## src/rtl/codec_i2c_arbiter_pkg.sv

```systemverilog
// Shared types and constants for the codec I2C command arbiter.
package codec_i2c_pkg;

  typedef enum logic [2:0] {
    S_IDLE,
    S_LAUNCH,
    S_XFER,
    S_FINISH,
    S_ABORT
  } state_t;

  localparam int CMD_W       = 16;
  localparam int TIMEOUT_DEF = 1024;

  // Index width for a one-hot vector of n entries; never collapses to zero bits.
  function automatic int idx_w(input int n);
    return (n > 1) ? $clog2(n) : 1;
  endfunction

endpackage

```

## src/rtl/codec_i2c_arbiter_if.sv

```systemverilog
// Requester-side and I2C-master-side signals of the arbiter.
interface codec_i2c_arbiter_if
  import codec_i2c_pkg::*;
#(
  parameter int N_REQ = 3,
  parameter int DW    = CMD_W
);
  logic [N_REQ-1:0]    req;
  logic [N_REQ*DW-1:0] wdata;
  logic [N_REQ-1:0]    grant;
  logic [N_REQ-1:0]    done;
  logic [N_REQ-1:0]    err;
  logic                start;
  logic [DW-1:0]       data;
  logic                busy;
  logic                idle;

  // slave: the arbiter itself
  modport slave (
    input  req, wdata, busy,
    output grant, done, err, start, data, idle
  );

  // master: command sources plus the I2C master
  modport master (
    output req, wdata, busy,
    input  grant, done, err, start, data, idle
  );
endinterface

```

## src/rtl/codec_i2c_arbiter_rr_pick.sv

```systemverilog
// Combinational round-robin selector: first asserted req at or after ptr, wrapping.
module rr_pick #(
  parameter int N  = 3,
  parameter int IW = 2
) (
  input  logic [N-1:0]  req,
  input  logic [IW-1:0] ptr,
  output logic [N-1:0]  win,
  output logic [IW-1:0] idx,
  output logic          vld
);

  logic [IW-1:0] cand;

  always_comb begin
    win  = '0;
    idx  = '0;
    vld  = 1'b0;
    cand = '0;
    for (int k = 0; k < N; k++) begin
      cand = IW'((int'(ptr) + k) % N);
      if (!vld && req[cand]) begin
        win[cand] = 1'b1;
        idx       = cand;
        vld       = 1'b1;
      end
    end
  end

endmodule

```

## src/rtl/codec_i2c_arbiter.sv

```systemverilog
// Round-robin owner of the shared codec I2C master: launches a latched command,
// waits for busy to rise and fall, and returns a done or timeout err pulse.
module codec_i2c_arbiter
  import codec_i2c_pkg::*;
#(
  parameter int N_REQ   = 3,
  parameter int DW      = CMD_W,
  parameter int TIMEOUT = TIMEOUT_DEF
) (
  input  logic               CLK_50,
  input  logic               RST,
  codec_i2c_arbiter_if.slave bus
);

  localparam int IW = idx_w(N_REQ);
  localparam int CW = idx_w(TIMEOUT);
  localparam logic [CW-1:0] CNT_LAST = CW'(TIMEOUT - 1);
  localparam logic [IW-1:0] IDX_LAST = IW'(N_REQ - 1);

  state_t                    state;
  logic [IW-1:0]             ptr;
  logic [IW-1:0]             owner;
  logic [CW-1:0]             cnt;
  logic [N_REQ-1:0]          grant_r;
  logic [N_REQ-1:0]          done_r;
  logic [N_REQ-1:0]          err_r;
  logic                      start_r;
  logic [DW-1:0]             data_r;
  logic                      idle_r;

  logic [N_REQ-1:0][DW-1:0]  wvec;
  logic [N_REQ-1:0]          pick_oh;
  logic [IW-1:0]             pick_idx;
  logic                      pick_vld;
  logic [IW-1:0]             ptr_nxt;

  assign wvec    = bus.wdata;
  assign ptr_nxt = (owner == IDX_LAST) ? '0 : owner + 1'b1;

  rr_pick #(.N(N_REQ), .IW(IW)) u_pick (
    .req (bus.req),
    .ptr (ptr),
    .win (pick_oh),
    .idx (pick_idx),
    .vld (pick_vld)
  );

  always_ff @(posedge CLK_50) begin
    if (RST) begin
      state   <= S_IDLE;
      ptr     <= '0;
      owner   <= '0;
      cnt     <= '0;
      grant_r <= '0;
      done_r  <= '0;
      err_r   <= '0;
      start_r <= 1'b0;
      data_r  <= '0;
      idle_r  <= 1'b1;
    end else begin
      done_r <= '0;
      err_r  <= '0;
      unique case (state)
        S_IDLE: begin
          // The master may still be finishing a transfer it owns outside our view.
          if (pick_vld && !bus.busy) begin
            owner   <= pick_idx;
            grant_r <= pick_oh;
            data_r  <= wvec[pick_idx];
            start_r <= 1'b1;
            cnt     <= '0;
            idle_r  <= 1'b0;
            state   <= S_LAUNCH;
          end
        end
        S_LAUNCH: begin
          if (bus.busy) begin
            start_r <= 1'b0;
            state   <= S_XFER;
          end else if (cnt == CNT_LAST) begin
            start_r <= 1'b0;
            state   <= S_ABORT;
          end else begin
            cnt <= cnt + 1'b1;
          end
        end
        S_XFER: begin
          // No timeout here: the master owns the transfer length once busy rose.
          if (!bus.busy) begin
            done_r  <= grant_r;
            grant_r <= '0;
            ptr     <= ptr_nxt;
            state   <= S_FINISH;
          end
        end
        S_FINISH: begin
          idle_r <= 1'b1;
          state  <= S_IDLE;
        end
        S_ABORT: begin
          err_r   <= grant_r;
          grant_r <= '0;
          ptr     <= ptr_nxt;
          idle_r  <= 1'b1;
          state   <= S_IDLE;
        end
        default: state <= S_IDLE;
      endcase
    end
  end

  assign bus.grant = grant_r;
  assign bus.done  = done_r;
  assign bus.err   = err_r;
  assign bus.start = start_r;
  assign bus.data  = data_r;
  assign bus.idle  = idle_r;

endmodule
```

## src/flat_wrapper.sv

```systemverilog
// flat-port wrapper written by rule: the top's interface ports become plain ports
module codec_i2c_arbiter_flat import codec_i2c_pkg::*;
#(
  parameter int N_REQ   = 3,
  parameter int DW      = CMD_W,
  parameter int TIMEOUT = TIMEOUT_DEF
)
  (CLK_50, RST, bus_req, bus_wdata, bus_busy, bus_grant, bus_done, bus_err, bus_start, bus_data, bus_idle);
  codec_i2c_arbiter_if #(.N_REQ(N_REQ), .DW(DW)) bus_i ();
  input  logic CLK_50;
  input  logic RST;
  input wire logic [$bits(bus_i.req)-1:0] bus_req;
  input wire logic [$bits(bus_i.wdata)-1:0] bus_wdata;
  input wire logic [$bits(bus_i.busy)-1:0] bus_busy;
  output wire logic [$bits(bus_i.grant)-1:0] bus_grant;
  output wire logic [$bits(bus_i.done)-1:0] bus_done;
  output wire logic [$bits(bus_i.err)-1:0] bus_err;
  output wire logic [$bits(bus_i.start)-1:0] bus_start;
  output wire logic [$bits(bus_i.data)-1:0] bus_data;
  output wire logic [$bits(bus_i.idle)-1:0] bus_idle;
  assign bus_i.req = bus_req;
  assign bus_i.wdata = bus_wdata;
  assign bus_i.busy = bus_busy;
  assign bus_grant = bus_i.grant;
  assign bus_done = bus_i.done;
  assign bus_err = bus_i.err;
  assign bus_start = bus_i.start;
  assign bus_data = bus_i.data;
  assign bus_idle = bus_i.idle;
  codec_i2c_arbiter #(.N_REQ(N_REQ), .DW(DW), .TIMEOUT(TIMEOUT)) u_core (.CLK_50(CLK_50), .RST(RST), .bus(bus_i));
endmodule
```

## config.mk

```make
export PLATFORM = sky130hd
export DESIGN_NAME = codec_i2c_arbiter_flat
export DESIGN_NICKNAME = d
export VERILOG_FILES = /design/src/rtl/codec_i2c_arbiter_pkg.sv /design/src/rtl/codec_i2c_arbiter_if.sv /design/src/rtl/codec_i2c_arbiter_rr_pick.sv /design/src/rtl/codec_i2c_arbiter.sv /design/src/flat_wrapper.sv
export SDC_FILE = /design/constraint.sdc
export NUM_CORES = 1
export LEC_CHECK = 0
export ABC_AREA = 1
export CAP_MARGIN = 20
export CORE_ASPECT_RATIO = 0.5
export CORE_MARGIN = 2
export CORE_UTILIZATION = 44
export CTS_BUF_LIST = sky130_fd_sc_hd__clkbuf_8
export DETAILED_ROUTE_END_ITERATION = 16
export PLACE_DENSITY = 0.79
export SLEW_MARGIN = 20
export SYNTH_ARGS = -nofsm -noshare
export SYNTH_HDL_FRONTEND = slang
export SYNTH_HIERARCHICAL = 1
export SYNTH_SLANG_ARGS = --single-unit
```

## constraint.sdc

```tcl
create_clock -name CLK_50 -period 2.1 [get_ports CLK_50]
set_input_delay 0.63 -clock CLK_50 [delete_from_list [all_inputs] [get_ports CLK_50]]
set_output_delay 0.63 -clock CLK_50 [all_outputs]
set_load 0.005 [all_outputs]
```

==> results of run 1 <==
## registers in the layout, indices dropped and copies added (netlist names)
register / flops
u_core/bus.data: 16
u_core/cnt: 10
u_core/bus.done: 3
u_core/bus.err: 3
u_core/bus.grant: 3
u_core/state: 3
u_core/owner: 2
u_core/ptr: 2
u_core/bus.idle: 1
u_core/bus.start: 1
## timing repair
item	CTS	global route
endpoints found under the hold margin	0	0
endpoints found under the setup margin	21	33
buffers inserted	0	2
gates resized for setup	15	25
cloned	2	0
hold buffers	0	0
pin swaps	4	14
## worst max-delay path: stages, from the launching register on
cell     delay, ns
dfxtp_2       0.34
inv_2         0.05
ha_4          0.30
inv_4         0.06
o31ai_4       0.25
buf_4         0.16
nand3_2       0.10
nand2_4       0.14
buf_4         0.15
buf_16        0.14
nand3_1       0.09
a31oi_1       0.17
## cells by family (layout without fill, tap and decap cells)
family                   after synthesis  after routing  share of synthesized area
adder cells (fa/ha/maj)                5              5                     0.0244
AND/OR/NAND/NOR                      207            207                      0.368
AO/OA/AOI/OAI                         72             72                      0.157
buffers and inverters                 66            159                      0.107
flip-flops                            44             44                      0.343
## cell type report
| type | count | area (um2) | share of cell area |
|---|---|---|---|
| clock inverter | 2 | 7.51 | 0.00196 |
| clock buffer | 6 | 82.6 | 0.0215 |
| timing repair buffer | 103 | 1080 | 0.281 |
| multi-input combinational | 284 | 1510 | 0.393 |
| tap | 73 | 91.3 | 0.0238 |
| sequential | 44 | 886 | 0.231 |
| inverter | 48 | 185 | 0.0483 |
## layer usage
metal  up-vias  wire length (um)  track usage
met5         -                 0            0
met4         0                91       0.0627
met3        10               442       0.0649
met2        85              3180        0.358
met1      1278              3110        0.261
li1       1473                 -            -
## stage by stage
| stage | instance area, um2 | TNS [ns] | hold WS (ns) | setup slack (ns) | util |
|---|---|---|---|---|---|
| floorplan | 2570 | -0.0743 | 0.455 | -0.00663 | - |
| global placement | 3570 | -9.27 | 0.456 | -0.344 | 0.642 |
| detailed placement | 3570 | -10.93 | 0.453 | -0.405 | 0.642 |
| CTS | 3750 | 0 | 0.467 | 0.00270 | 0.674 |
| global route | 3830 | -0.00943 | 0.493 | -0.00538 | 0.689 |
| finish | 3830 | 0 | 0.463 | 0.0871 | 0.689 |
## power groups by stage
stage	combinational, W	sequential [W]	clock [W]
global placement	0.00110	0.00102	0
detailed placement	0.00111	0.00102	0
global route	0.00138	0.00102	0.000584
floorplan	0.000610	0.00102	0
finish	0.00125	0.00101	0.000527
CTS	0.00120	0.00100	0.000549
## final timing paths
check | endpoint | slack [ns] | cells past startpoint
max | u_core/bus.data[8] | 0.09 | 11
min | u_core/bus.start | 0.46 | 2
max reg2reg | u_core/bus.data[8] | 0.09 | 11
min reg2reg | u_core/bus.start | 0.46 | 2
## cells in the final DEF (no fill, tap or decap), types with 2 or more instances in the layout
cell type,synthesis,final
nand2_1,69,65
clkbuf_8,0,6
inv_1,40,39
buf_4,2,15
ha_4,0,3
nand3_1,54,52
nor2_1,60,55
nand2_4,1,2
nor3_1,7,6
inv_2,6,8
o21ai_1,0,4
nor2_4,4,4
buf_12,0,5
nor2_2,1,6
dlygate4sd2_1,0,3
nand4_1,2,2
nand3_2,1,3
dfxtp_1,44,42
a21oi_1,12,11
nand2_2,4,7
clkdlybuf4s50_1,0,77
buf_16,0,2
o21ai_0,41,37
a31oi_1,16,16
inv_4,0,2
==> impl_results.md, run 1 <==
* Vias after detailed routing at 2846
* Seq pwr share at 0.361
* Initial antenna violation count at 0
* HP Class: reg -> reg
* Cell area after synthesis at 0.00257 mm2
* DR iter-0 viols at between 100 and 150
* Vias per cell at 5.08
* Most frequent cell after synthesis: nand2_1
* Residual DRC at 0
* Gr ovfl total at 0
* Nets@finish at approximately 550
* EDFF count, synth at 0
* YS warnings at 6
* CP required at around 2.3 ns
* Most common flop cell mapped by yosys: dfxtp_1
* Synth Register Bits at 44
* CTS tree: built
* CTS sink cnt at 44
* Achievable frequency at 497 MHz
* Root Buffer: clkbuf_8
* Final hold vios at 0
* Critical path launch point type: flip-flop
* Clk buf depth at 2
* Total CTS buffers at 5
* Post-DP HPWL at 4.83 mm
* Gpl congestion at a little under 0.9
* Net switching share of the total power at 0.344
* Final setup viols at 0
* CP startpoint: u_core/ptr[0]
* Switch Pwr at between 0.0009 and 0.001 W
* Core Area at 0.00556 mm2
* Final std cells w/o fill at 560
* Synth top area share at 0.343
* Pleak at roughly 1.6 nW
* Post-Syn Area per Cell at 6.52 um2
* Fin crit period at 2.01 ns
* Crit end category: flip-flop
* Die ar. at 0.00650 mm2
* Async SR Flop Fraction at 0
* Min-delay src: u_core/bus.start
* Die Ht at 58.0 um
* Global-route wire length before repair at 11.1 mm
* ANT cells at 0
* Vias in the first global route at 2587
* I/O Buffers at 80
* Synth Net Count at 453
* Largest net degree at the start of global routing at 36
* Drt first pass iters at 4
* Total routed wirelength at 6.82 mm
* ANT nets after route at 0
* Post-placement cell count at 548
* Gr usage total at 0.210
* Reg-to-Reg Start: u_core/ptr[0]
* Wirelength per Cell at roughly 12 um
* Tcrit/Tclk final at 0.959
* H-Tree Level Count at 2
* Status: finished, final reports clean
* Tot Pwr at 0.00279 W
* Die X at 112 um
* Row cnt at 19
* CP Class: reg -> reg
* Clock network fraction of total power at 0.189
* Worst vdd ir at 0.415 mV
* Worst Clk Skew at 0.00437 ns
* Clock Latency Late Sink at 0.29 ns
* Post-synth cell types at 30
* Slew headroom at 0.734
* Max-slew violation count at 0
* Io pins at ~80
* Register area share after synthesis at 0.343
* Clock-pin slew on the worst setup and hold paths at 0.08 ns
* Internal power at 0.00183 W
* Synth top cells by count: nand2_1, nor2_1, nand3_1
* Critical Path AT at ~2.2 ns
* Layout filler cell count at 463
* Initial Util at 0.462
* CP Max Fanout at 16
* Share of cells above drive strength 1 at 0.150
* Synth Instances at 394
* Worst Max-Slew Pin Slew at between 0.3 and 0.4 ns
* Area leader, netlist: dfxtp_1
* Max-cap viol count at 0
* Area delta synth->final at 49.3%
* PD cells at 727 mW/mm2
* Power share of the combinational group at 0.450
* Ranking of synthesized cells by area: dfxtp_1, nand3_1, nand2_1
No activity file was read; power rests on OpenSTA's default activity.
==> run 2, diff against run 1 <==
Settings changed: REMOVE_ABC_BUFFERS set to 1.
==> run 2 against run 1 <==
Sequential power about the same. Count of clock-buffer cells in the layout down 1. Routed wire length up 0.73%. Clock skew down 0.00087 ns. Critical path type unchanged. Worst hold slack better by 0.0033 ns. Design area up 0.23%. Clock power up 27%. Worst setup slack worse by 0.013 ns. Global-route usage about the same. Sequential cell count unchanged. Register-to-register slack about the same. Largest power group unchanged. Maximum frequency down 0.65%.
==> impl_results.md, run 2 (synthesis results as in run 1) <==
* I/O Buffers at 80
* CP Cell Sequence: inv_2 -> ha_4 -> inv_4 -> nand2_2 -> nand3_2 -> nand2_2 -> nand2_2 -> or2_4 -> nand2_4 -> o211ai_1 -> buf_4 -> a21oi_1 -> nor3_1
* Slew headroom at 0.742
* Max-slew violation count at 0
* CP dominant cell by count: nand2_2
* Die ar. at 0.00650 mm2
* Vias in the first global route at 2667
* Root Buffer: clkbuf_8
* Gr ovfl total at 0
* Pleak at approximately 1.6 nW
* Wirelength per Cell at roughly 12 um
* Io pins at between 80 and 90
* Clock Latency Late Sink at 0.30 ns
* Hold buffer count at CTS at 0
* Final std cells w/o fill at 562
* Initial Util at 0.462
* H-Tree Level Count at 2
* Global-route wire length before repair at 11.2 mm
* WP buf/inv at 3
* Clock-pin slew on the worst setup and hold paths at 0.09 ns
* Tot Pwr at 0.00292 W
* Max-cap viol count at 0
* Final setup viols at 0
* Critical Path AT at 2.22 ns
* CTS tree: built
* Initial antenna violation count at 0
* Gpl congestion at 0.908
* CTS sink cnt at 44
* Critical path launch point type: flip-flop
* Max reg flops at 16
* Crit end category: flip-flop
* Reg-to-Reg End: u_core/bus.grant[0]
* Die Ht at 58.0 um
* Leading cell types in the layout, fill and taps excluded: clkdlybuf4s50_1, nand2_1, nor2_1
* CP Class: reg -> reg
* Share of cells above drive strength 1 at 0.149
* ANT nets after route at 0
* Worst Clk Skew at around 0.0035 ns
* Reg2reg path depth at 13
* Crit-path slowest cell: dfxtp_2
* Area delta synth->final at 49.7%
* CP top delay family: simple AND/OR/NAND/NOR gates
* Clk buf depth at 2
* Fin crit period at 2.03 ns
* Min-delay src: u_core/bus.start
* Achievable frequency at 494 MHz
* Post-DP Area at 0.00357 mm2
* HP Class: reg -> reg
* PD cells at 760 mW/mm2
* Row cnt at 19
* Worst vdd ir at 0.428 mV
* DR iter-0 viols at 162
* Vias after detailed routing at 2803
* Die X at 112 um
* ANT cells at 0
* Final hold vios at 0
* Hold Path Sink: u_core/bus.start
* Gr usage total at 0.210
* Slowest cell delay on critical path at 0.34 ns
* Residual DRC at 0
* CP required at 2.29 ns
* Reg-to-Reg Start: u_core/ptr[0]
* Post-placement cell count at 550
* Hold path cells at 2
* Status: finished, final reports clean
* Largest net degree at the start of global routing at 34
* Total CTS buffers at 5
* Worst Max-Slew Pin Slew at 0.385 ns
* Post-DP HPWL at 4.89 mm
* CP Depth at 13
* Core Area at 0.00556 mm2
* Total routed wirelength at 6.87 mm
* Vias per cell at between 4 and 5
* Nets@finish at roughly 550
* Commonest non-fill, non-tap cell in the layout: clkdlybuf4s50_1
* Finished Cell Area at 0.00384 mm2
* FF-to-FF setup slack at 0.07 ns
* CP Max Fanout at 5
* Tcrit/Tclk final at 0.965
* Drt first pass iters at 4
==> run 2: cell count changes in the layout (fill, tap and decap cells not counted), sizes merged <==
cell          before  now
inv               49   47
clkinvlp           0    1
dlymetal6s2s       0    2
clkinv             1    2
dlygate4sd2        3    1
buf               23   25
clkbuf             6    5
bufinv             0    1
==> run 2: repair_timing <==
action	in CTS	in global routing
pin swaps	6	7
setup endpoints to repair	21	33
setup buffers	1	1
gates resized for setup	12	24
cloned	2	0
==> run 2: final cells by class <==
cell class                      count  area, um2
Fill cell                         475       1720
Multi-Input combinational cell    284       1480
Timing Repair Buffer              105       1090
Sequential cell                    44        883
Inverter                           48        183
Tap cell                           73       91.3
Clock buffer                        5       68.8
Clock inverter                      3       46.3
==> run 2: per-stage QoR <==
| step | util | hold WS [ns] | worst slack (ns) | TNS [ns] |
|---|---|---|---|---|
| after detailed placement | 0.642 | 0.458 | -0.380 | -10.63 |
| after global placement | 0.642 | 0.455 | -0.323 | -9.08 |
| final | 0.691 | 0.466 | 0.0739 | 0 |
| after global routing | 0.691 | 0.508 | -0.0418 | -0.0688 |
| after CTS | 0.677 | 0.471 | -0.00341 | -0.00589 |
| after floorplan | - | 0.449 | -0.294 | -4.85 |
==> run 2: metal layers <==
layer	GRT usage	vias to the layer above	routed length, um	share of wire
li1	-	1481	-	-
met1	0.257	1243	3150	0.46
met2	0.368	74	3270	0.48
met3	0.0544	5	399	0.058
met4	0.0714	0	46	0.0067
met5	0	-	0	0
==> run 2: worst register-to-register path, cell delays in order, from the launching register on <==
cell and delay, ns:
dfxtp_2 0.34, inv_2 0.05, ha_4 0.30, inv_4 0.06, nand2_2 0.06, nand3_2 0.06
nand2_2 0.07, nand2_2 0.07, or2_4 0.28, nand2_4 0.09, o211ai_1 0.17, buf_4 0.19
a21oi_1 0.13, nor3_1 0.06
==> run 2: worst max path at each step <==
stage	startpoint	to	slack, ns
2_1_floorplan	u_core/ptr[0]	u_core/bus.data[0]	-0.29
3_3_place_gp	bus_req[2]	u_core/bus.grant[2]	-0.32
3_5_place_dp	bus_req[2]	u_core/bus.data[6]	-0.38
4_1_cts	bus_req[1]	u_core/bus.grant[2]	-0.003
5_1_grt	u_core/ptr[0]	u_core/bus.grant[2]	-0.04
6_report	u_core/ptr[0]	u_core/bus.grant[0]	0.07
==> run 2: power breakdown <==
part / switching, W / leakage [nW] / total, W / internal (W)
registers: 0.0000681 / 0.361 / 0.00101 / 0.000937
clock network: 0.000309 / 0.0548 / 0.000668 / 0.000359
logic: 0.000620 / 1.20 / 0.00125 / 0.000628
